<file path="config.mk">
export PLATFORM = sky130hd
export DESIGN_NAME = io_output_bank
export DESIGN_NICKNAME = d
export VERILOG_FILES = /design/src/rtl/io_out_pkg.sv /design/src/rtl/io_out_chan.sv /design/src/rtl/io_output_bank.sv
export SDC_FILE = /design/constraint.sdc
export NUM_CORES = 1
export LEC_CHECK = 0
export BUFFER_PORTS_ARGS = -buffer_cell sky130_fd_sc_hd__clkbuf_2
export CORE_UTILIZATION = 35
export DETAILED_ROUTE_END_ITERATION = 16
export PLACE_DENSITY = 0.56
export SKIP_LAST_GASP = 1
export SLEW_MARGIN = 10
export SYNTH_ARGS = -nofsm -noshare
export SYNTH_HDL_FRONTEND = slang
export SYNTH_SLANG_ARGS = --single-unit
</file>
<file path="constraint.sdc">
create_clock -name clk -period 4.9 [get_ports clk]
set_clock_uncertainty 0.15 [all_clocks]
set_input_delay 0.49 -clock clk [delete_from_list [all_inputs] [get_ports clk]]
set_output_delay 0.49 -clock clk [all_outputs]
set_load 0.02 [all_outputs]
</file>
<file path="src/rtl/io_out_pkg.sv">
// rtl/io_out_pkg.sv - shared mode and channel state encodings for the output bank
package io_out_pkg;

  localparam logic [1:0] MODE_LEVEL  = 2'd0;
  localparam logic [1:0] MODE_PULSE  = 2'd1;
  localparam logic [1:0] MODE_TOGGLE = 2'd2;
  localparam logic [1:0] MODE_NOP    = 2'd3;

  typedef enum logic [1:0] {
    ST_LEVEL  = 2'd0,
    ST_PULSE  = 2'd1,
    ST_TOGGLE = 2'd2
  } chan_state_e;

endpackage

</file>
<file path="src/rtl/io_out_chan.sv">
// rtl/io_out_chan.sv - one output channel: level / one-shot pulse / periodic toggle
import io_out_pkg::*;

module io_out_chan #(
  parameter int   CNT_W    = 16,
  parameter logic RST_BIT  = 1'b0,
  parameter logic SAFE_BIT = 1'b0
) (
  input  logic             clk,
  input  logic             rst_n,
  input  logic             cmd_en_i,
  input  logic [1:0]       mode_i,
  input  logic             level_i,
  input  logic [CNT_W-1:0] len_i,
  input  logic             safe_i,
  output logic             busy_o,
  output logic             pad_o
);

  chan_state_e      state_q, state_d;
  logic [CNT_W-1:0] cnt_q, cnt_d;
  logic [CNT_W-1:0] len_q, len_d;
  logic             pad_q, pad_d;
  logic             busy_q, busy_d;

  always_ff @(posedge clk or negedge rst_n) begin
    if (!rst_n) begin
      state_q <= ST_LEVEL;
      cnt_q   <= '0;
      len_q   <= '0;
      pad_q   <= RST_BIT;
      busy_q  <= 1'b0;
    end else begin
      state_q <= state_d;
      cnt_q   <= cnt_d;
      len_q   <= len_d;
      pad_q   <= pad_d;
      busy_q  <= busy_d;
    end
  end

  always_comb begin
    state_d = state_q;
    cnt_d   = cnt_q;
    len_d   = len_q;
    pad_d   = pad_q;
    busy_d  = busy_q;
    if (safe_i) begin
      state_d = ST_LEVEL;
      cnt_d   = '0;
      len_d   = '0;
      pad_d   = SAFE_BIT;
      busy_d  = 1'b0;
    end else if (cmd_en_i && mode_i != MODE_NOP) begin
      // A new command always replaces whatever the channel was doing.
      state_d = ST_LEVEL;
      cnt_d   = '0;
      len_d   = len_i;
      busy_d  = 1'b0;
      pad_d   = level_i;
      if (mode_i == MODE_PULSE) begin
        if (len_i == '0) begin
          pad_d = ~level_i;
        end else begin
          state_d = ST_PULSE;
          cnt_d   = len_i - CNT_W'(1);
          busy_d  = 1'b1;
        end
      end else if (mode_i == MODE_TOGGLE && len_i != '0) begin
        state_d = ST_TOGGLE;
        cnt_d   = len_i - CNT_W'(1);
        busy_d  = 1'b1;
      end
    end else begin
      unique case (state_q)
        ST_PULSE: begin
          if (cnt_q == '0) begin
            pad_d   = ~pad_q;
            state_d = ST_LEVEL;
            busy_d  = 1'b0;
          end else begin
            cnt_d = cnt_q - CNT_W'(1);
          end
        end
        ST_TOGGLE: begin
          if (cnt_q == '0) begin
            pad_d = ~pad_q;
            cnt_d = len_q - CNT_W'(1);
          end else begin
            cnt_d = cnt_q - CNT_W'(1);
          end
        end
        default: ;
      endcase
    end
  end

  assign busy_o = busy_q;
  assign pad_o  = pad_q;

endmodule

</file>
<file path="src/rtl/io_output_bank.sv">
// rtl/io_output_bank.sv - WIDTH registered pad drivers with per-channel mode and global safe
import io_out_pkg::*;

module io_output_bank #(
  parameter int               WIDTH     = 4,
  parameter int               CNT_W     = 16,
  parameter logic [WIDTH-1:0] RESET_VAL = {WIDTH{1'b0}},
  parameter logic [WIDTH-1:0] SAFE_VAL  = {WIDTH{1'b0}}
) (
  input  logic             clk,
  input  logic             rst_n,
  input  logic             wr_en,
  input  logic [WIDTH-1:0] wr_mask,
  input  logic [1:0]       wr_mode,
  input  logic [WIDTH-1:0] wr_level,
  input  logic [CNT_W-1:0] wr_len,
  input  logic             safe,
  output logic [WIDTH-1:0] busy,
  output logic [WIDTH-1:0] pad_out
);

  for (genvar i = 0; i < WIDTH; i++) begin : g_chan
    logic cmd_en;
    // safe outranks a simultaneous write, so the strobe is dropped here.
    assign cmd_en = wr_en & wr_mask[i] & ~safe;

    io_out_chan #(
      .CNT_W   (CNT_W),
      .RST_BIT (RESET_VAL[i]),
      .SAFE_BIT(SAFE_VAL[i])
    ) u_chan (
      .clk     (clk),
      .rst_n   (rst_n),
      .cmd_en_i(cmd_en),
      .mode_i  (wr_mode),
      .level_i (wr_level[i]),
      .len_i   (wr_len),
      .safe_i  (safe),
      .busy_o  (busy[i]),
      .pad_o   (pad_out[i])
    );
  end

endmodule

</file>
==> flow_metrics.py, run 1 <==
metrics = {
    "layout": {
        "num-fill-cells": 2863,
        "insertedDiodeCount": 0,
        "area_growth_syn_to_layout_pct": 8.98,
        "design_area_um2": 10700,
        "postLayoutCoreUtil_pct": 38.7,
        "final_net_count": 1212,
        "post_route_cells_drive_above_1_share_pct": 9.97,
    },
    "detailed_routing": {
        "drt_iter0_markers": 1047,
        "route.detailed.vias_per_inst": 5.62,
        "antenna_violating_nets_post_route": 0,
        "drc": 0,
        "via_count": 8718,
        "wl_per_cell_um": 20.6,
        "drt_first_pass_iters": 5,
        "route.final.wire_length_mm": 31.9,
    },
    "die": {
        "die_w_um": 170,
        "die_area_um2": 28800,
        "fp-row-count": 61,
        "area_of_the_core_um2": 27800,
        "io_pins": 38,
        "starting_utilization_of_the_core_area_pct": 35.5,
        "die_height_um": 170,
    },
    "place": {
        "port-buffer-count": 37,
        "post_detailed_placement_cell_area_um2": 10200,
        "dpl.hpwl_mm": 21.4,
        "gp_routability_congestion": 0.851,
    },
    "timing": {
        "final-hold-violation-count": 0,
        "grt_setup_unrepaired": "no",
        "clock.fmax_mhz": 329,
        "fin_crit_ps": 3040,
        "slew_at_the_pin_with_the_worst_max_slew_slack_ps": 1050,
        "setup-tns-final_ps": 0,
        "min_period_over_period_pct": 62.1,
        "timing.final.max_slew_violations": 0,
        "maxSlewHeadroom_pct": 29.6,
        "final-setup-viol-count": 0,
    },
    "logic_synthesis": {
        "synthesis.instances": 1179,
        "synth_top_cells_by_area": "dfrtp_1 (37%), nand2_1 (7.7%), xnor2_1 (4.8%)",
        "yosysWarningCount": 0,
        "syn-num-nets": 1230,
        "ys_async_sr_fraction_pct": 100,
        "yosysUniqueCellTypes": 81,
        "synth.largest_area_cell": "dfrtp_1",
        "post_synthesis_instance_area_um2": 9860,
        "synth_sequential_area_ratio_pct": 36.5,
        "postSynth.topFlopCell": "dfrtp_1",
        "postSynthRegisterBits": 144,
        "yosysTopAreaCellShare_pct": 36.5,
        "yosys.cell_count.top_type": "nand2_1",
        "synth.avg_cell_area_um2": 8.36,
        "synth-edff-count": 0,
        "netlist_top_cells_count": "nand2_1 (202), dfrtp_1 (144), o21ai_0 (90), nor2_1 (80), xnor2_1 (54)",
    },
    "critical_path": {
        "worst-setup-path-type": "reg -> reg",
        "critical_path_required_ps": 5130,
        "worst_ep_arrival_time_ps": 3270,
        "timing.reg2reg.worst_path_depth": 7,
        "critPathMaxFanout": 27,
        "endpoint_kind": "register",
        "timing.critical_path.from_type": "register",
    },
    "flow_run": {
        "maxCapViolCount": 0,
    },
    "global_route": {
        "number_of_global_route_vias_before_repair": 8520,
        "grt_first_pass_wirelength_mm": 50.0,
        "gr-usage-all-layers_pct": 23.0,
        "initial_antenna_violation_count": 0,
        "grt_max_degree": 78,
        "gr-total-overflow": 0,
    },
    "pwr": {
        "share_comb_of_total_power_pct": 29.7,
        "intPower_mw": 2.52,
        "power.clock.fraction_pct": 33.3,
        "irDropWorstVdd_v": 0.000194,
        "p_seq_share_pct": 37.0,
        "cellLeakagePower_nw": 4.36,
        "power.density_cell_area_nw_per_um2": 369,
        "swShare_pct": 36.3,
        "total_switching_power_mw": 1.44,
    },
    "clocking": {
        "cts_root_buf": "clkbuf_16",
        "htree_levels": 4,
        "clock-sinks": 144,
        "worst_skew_pair.late_latency_ps": 440,
        "clk_path_buf_depth": 2,
        "cts_buffers": 17,
        "worst_setup_hold_path_clk_slew_ps": 60,
        "tritoncts": "built",
        "post_cts.repair.setup_buffers": 0,
    },
    "worst_hold_path": {
        "hold_path.class": "in -> reg",
        "min_path_cells": 3,
    },
    "run_status": {
        "status": "complete, no violations",
    },
}
[through the flow]
stage | total power, mW | setup WS, ps | hold WS [ps] | std cells
after detailed placement | 2.64 | 1670 | 321 | 1519
after global placement | 2.63 | 1690 | 328 | 1519
after floorplan | 2.34 | 2420 | 44.4 | 1179
final | 3.96 | 1860 | 201 | 1552
after global routing | 4.17 | 1500 | 219 | 1552
after CTS | 3.97 | 1880 | 193 | 1552
[cell usage in the layout (no fill, tap or decap), types with 6 or more instances in the layout]
master     netlist  layout
o22ai_1         15      15
or4_1           10      10
nand4_1         10      10
and2_1           6       6
o211ai_1        11      11
mux2i_1         10      10
o21ai_1         16      16
o21ai_0         90      90
buf_4           13      10
a32oi_1         10      10
clkbuf_2         1      36
nor4_2           7       7
a31oi_1          7       7
clkbuf_16        0      17
nor3b_1          7       7
nor4_1          24      24
nor2_1          80      80
nor3_1          41      41
nand3_1         35      35
a211oi_1        14      14
nand4b_1         8       8
nand2_1        202     202
o31ai_1         23      23
ha_1            21      21
a21oi_1         35      35
xor2_1          39      39
and3_1          11      11
or3_1            8       8
inv_1           30      29
dfrtp_1        144     144
xnor2_1         54      54
nand3b_1         6       6
a22oi_1         15      15
[logic make-up (layout without fill, tap and decap cells)]
logic type / Yosys count / after routing / synth area share, %
flip-flops: 144 / 144 / 36.5
adder cells (fa/ha/maj): 21 / 21 / 2.66
AO/OA/AOI/OAI: 294 / 294 / 19.7
buffers and inverters: 115 / 110 / 5.57
AND/OR/NAND/NOR: 501 / 501 / 26.1
multiplexers: 10 / 10 / 1.02
XOR/XNOR: 94 / 94 / 8.43
[area by class of cell]
type / instances / area, um2 / share of cell area (%)
flip-flops and latches: 144 / 3600 / 33.5
multi-input cells: 920 / 5710 / 53.1
clock buffers: 19 / 433 / 4.03
inverters: 30 / 113 / 1.05
well taps: 378 / 473 / 4.40
clock inverters: 13 / 140 / 1.30
repair buffers: 48 / 277 / 2.57
[flip-flops by register name, indices dropped and copies added (netlist names)]
register	flops
g_chan.u_chan.state_q	8
g_chan.u_chan.busy_o	4
g_chan.u_chan.pad_o	4
g_chan.u_chan.len_q	64
g_chan.u_chan.cnt_q	64
[routing by layer]
metal	part of all wire, %	wire length (um)	vias up	GRT usage [%]
met1	46	14700	4140	31.1
met4	2.9	936	0	10.1
met5	0	0	-	0
met2	45	14300	306	35.4
li1	-	-	4224	-
met3	6.4	2050	48	4.70
[final timing paths]
check	slack, ps	startpoint	end
max	1860	g_chan[0].u_chan.cnt_q[0]	g_chan[0].u_chan.cnt_q[6]
min	200	wr_level[1]	g_chan[1].u_chan.pad_o
max reg2reg	1860	g_chan[0].u_chan.cnt_q[0]	g_chan[0].u_chan.cnt_q[6]
min reg2reg	330	g_chan[0].u_chan.busy_o	g_chan[0].u_chan.busy_o
max in group asynchronous	3000	rst_n	g_chan[2].u_chan.cnt_q[0]
min in group asynchronous	510	rst_n	g_chan[3].u_chan.busy_o
[power groups by stage]
stage          clock network (mW)  registers, mW  logic (mW)
5_1_grt                      1.38           1.49        1.31
3_3_place_gp                    0           1.48        1.15
6_report                     1.32           1.47        1.18
4_1_cts                      1.34           1.46        1.17
2_1_floorplan                   0           1.44       0.903
3_5_place_dp                    0           1.48        1.16
[what timing repair did]
item,in CTS,in global routing
hold endpoints to repair,2,0
resized for setup,0,0
hold buffers,1,0
[critical path, cell delays in order (launching register included)]
cell,delay (ps)
dfrtp_1,420
inv_1,120
ha_1,150
nor4b_1,510
and3_1,930
a211oi_1,130
a211oi_1,340
o221a_1,230
Power figures use the tool's default switching activity.
==> inputs of run 2 (changes only) <==
--- a/config.mk
+++ b/config.mk
@@ -5,6 +5,7 @@
 export SDC_FILE = /design/constraint.sdc
 export NUM_CORES = 1
 export LEC_CHECK = 0
+export ABC_AREA = 1
 export BUFFER_PORTS_ARGS = -buffer_cell sky130_fd_sc_hd__clkbuf_2
 export CORE_UTILIZATION = 35
 export DETAILED_ROUTE_END_ITERATION = 16
==> constraint.sdc (replaced) <==
create_clock -name clk -period 2.9 [get_ports clk]
set_clock_uncertainty 0.15 [all_clocks]
set_input_delay 0.29 -clock clk [delete_from_list [all_inputs] [get_ports clk]]
set_output_delay 0.29 -clock clk [all_outputs]
set_load 0.02 [all_outputs]
==> run 2 against run 1 <==
Net effect:
- sequential power up 83%
- critical path depth up 6
- via count up 19%
- combinational power rose to 2.9 times the previous value
- register-to-register slack worse by 1300 ps
- synthesized area up 4.5%
- non-clock buffer count up 15
- largest cell class unchanged
- largest power group is now combinational logic
==> flow_metrics.py, run 2 <==
metrics = {
    "detailed_routing": {
        "drc": 0,
        "drt_first_pass_iters": 5,
        "antenna_violating_nets_post_route": 0,
        "route.final.wire_length_mm": 35.6,
        "drt_iter0_markers": 1023,
        "via_count": 10400,
        "route.detailed.vias_per_inst": 5.13,
        "wl_per_cell_um": 17.6,
    },
    "critical_path": {
        "critical_path.most_common_cell": "nand2_1",
        "timing.critical_path.cells": "inv_1, ha_1, inv_1, nor2_1, nand2_1, nor2_1, nand2_1, nor2_1, nand3_1, nand2_1, nand2_1, nand3_1, nand2_1",
        "cp_slowest_cell": "nor2_1",
        "worst_ep_arrival_time_ps": 2550,
        "critPathMaxFanout": 7,
        "timing.critical_path.from_type": "register",
        "critical_path_required_ps": 3090,
        "worst-setup-path-type": "reg -> reg",
        "endpoint_kind": "register",
        "max_stage_delay_ps": 490,
    },
    "flow_run": {
        "maxCapViolCount": 0,
    },
    "clocking": {
        "cts.hold.buffers_added": 4,
        "cts_buffers": 17,
        "worst_skew_pair.late_latency_ps": 450,
        "clk_path_buf_depth": 2,
        "clock-sinks": 144,
        "postCtsResizedCells": 0,
        "cts_root_buf": "clkbuf_16",
        "tritoncts": "built",
        "post_cts.repair.setup_buffers": 0,
        "htree_levels": 4,
        "worst_setup_hold_path_clk_slew_ps": 60,
    },
    "die": {
        "die_area_um2": 30100,
        "die_w_um": 174,
        "io_pins": 38,
        "fp-row-count": 62,
        "area_of_the_core_um2": 28900,
        "starting_utilization_of_the_core_area_pct": 35.7,
        "die_height_um": 174,
    },
    "timing": {
        "fin_crit_ps": 2360,
        "grt_setup_unrepaired": "no",
        "final-setup-viol-count": 0,
        "clock.fmax_mhz": 423,
        "slew_at_the_pin_with_the_worst_max_slew_slack_ps": 719,
        "worst_hold_slack_ps": 33.5,
        "min_period_over_period_pct": 81.5,
        "final-hold-violation-count": 0,
        "setup-tns-final_ps": 0,
        "timing.final.max_slew_violations": 0,
        "maxSlewHeadroom_pct": 51.9,
    },
    "logic_synthesis": {
        "post_synthesis_instance_area_um2": 10300,
        "synth_top_cells_by_area": "dfrtp_1 (35%), nand2_1 (19%), nand3_1 (11%)",
        "synth.largest_area_cell": "dfrtp_1",
        "ys_async_sr_fraction_pct": 100,
        "yosysWarningCount": 0,
        "postSynth.topFlopCell": "dfrtp_1",
        "postSynthRegisterBits": 144,
        "yosysTopAreaCellShare_pct": 35.0,
        "netlist_top_cells_count": "nand2_1 (533), nand3_1 (233), nor2_1 (203), inv_1 (179), dfrtp_1 (144)",
        "synth_sequential_area_ratio_pct": 35.0,
        "syn-num-nets": 1641,
        "synthesis.instances": 1590,
        "synth-edff-count": 0,
        "synth.avg_cell_area_um2": 6.48,
        "yosys.cell_count.top_type": "nand2_1",
        "yosysUniqueCellTypes": 33,
    },
    "global_route": {
        "initial_antenna_violation_count": 0,
        "grt_util_met2_pct": 37.3,
        "grt_max_degree": 65,
        "grt_first_pass_wirelength_mm": 55.9,
        "number_of_global_route_vias_before_repair": 9857,
        "gr-total-overflow": 0,
        "globalRouteMet3Util_pct": 4.08,
        "most_congested_layer_reported_by_global_routing": "met2",
        "groute.layer.met1.usage_pct": 33.6,
        "gr-usage-all-layers_pct": 24.2,
    },
    "layout": {
        "mostFrequentLayoutCell": "nand2_1",
        "instances_no_fill": 2024,
        "regs_by_ff_count": "g_chan.u_chan.cnt_q (64), g_chan.u_chan.len_q (64), g_chan.u_chan.state_q (8)",
        "postLayoutCoreUtil_pct": 40.2,
        "layout_common_cells": "nand2_1 (533), nand3_1 (233), nor2_1 (203)",
        "insertedDiodeCount": 0,
        "final_net_count": 1678,
        "area_growth_syn_to_layout_pct": 12.4,
        "post_route_cells_drive_above_1_share_pct": 7.20,
    },
    "pwr": {
        "cellLeakagePower_nw": 6.14,
        "irDropWorstVdd_v": 0.000357,
        "power.density_cell_area_nw_per_um2": 734,
    },
    "worst_hold_path": {
        "hold_path.class": "in -> reg",
    },
    "place": {
        "dpl.hpwl_mm": 25.4,
        "gp_routability_congestion": 0.900,
        "numPlacedInstances": 1988,
        "port-buffer-count": 37,
    },
    "run_status": {
        "status": "complete, no violations",
    },
}
[run 2: worst max-delay path, delay by kind of cell (launching register included)]
| family | cells | cell delay, ps |
|---|---|---|
| simple gates | 10 | 1410 |
| fa+ha+maj | 1 | 160 |
| buf+inv | 2 | 160 |
| flops | 1 | 380 |
[run 2: final timing paths]
path	from	endpoint	slack [ps]	cells past startpoint
hold / removal	wr_level[3]	g_chan[3].u_chan.pad_o	30	3
hold reg to reg	g_chan[1].u_chan.cnt_q[0]	g_chan[1].u_chan.cnt_q[0]	330	2
setup reg to reg	g_chan[3].u_chan.cnt_q[0]	g_chan[3].u_chan.cnt_q[9]	540	13
max in group asynchronous	rst_n	g_chan[0].u_chan.cnt_q[6]	1550	3
min in group asynchronous	rst_n	g_chan[3].u_chan.len_q[15]	220	2
setup / recovery	g_chan[3].u_chan.cnt_q[0]	g_chan[3].u_chan.cnt_q[9]	540	13
[run 2: where the power goes]
group	internal, mW	switching [mW]
Clock	1.47	0.964
Sequential	2.32	0.370
Combinational	1.19	2.20
Total	4.98	3.53
[run 2: kinds of logic after synthesis]
kind of cell	Yosys count	share of synthesized area, %
AND/OR/NAND/NOR	1008	41.0
buffers and inverters	230	9.08
flip-flops	144	35.0
AO/OA/AOI/OAI	127	7.30
XOR/XNOR	60	5.10
adder cells (fa/ha/maj)	21	2.55
[run 2: cell type report]
class / instances / area (um2)
Clock buffer: 20 / 447
Clock inverter: 12 / 184
Fill cell: 3118 / 17300
Inverter: 185 / 697
Multi-Input combinational cell: 1216 / 5770
Sequential cell: 144 / 3600
Tap cell: 384 / 480
Timing Repair Buffer: 63 / 409
[run 2: metal layers]
layer,part of all wire [%],vias up
met5,0,-
met4,3.4,0
met3,6.3,60
met2,44,320
met1,46,4837
li1,-,5156
[run 2: stage by stage]
stage / setup WS [ps] / power [mW] / area [um2]
floorplan: 941 / 5.22 / 10300
global placement: 551 / 6.01 / 10900
detailed placement: 505 / 6.04 / 10900
CTS: 558 / 8.52 / 11600
global route: 290 / 9.20 / 11600
finish: 537 / 8.51 / 11600
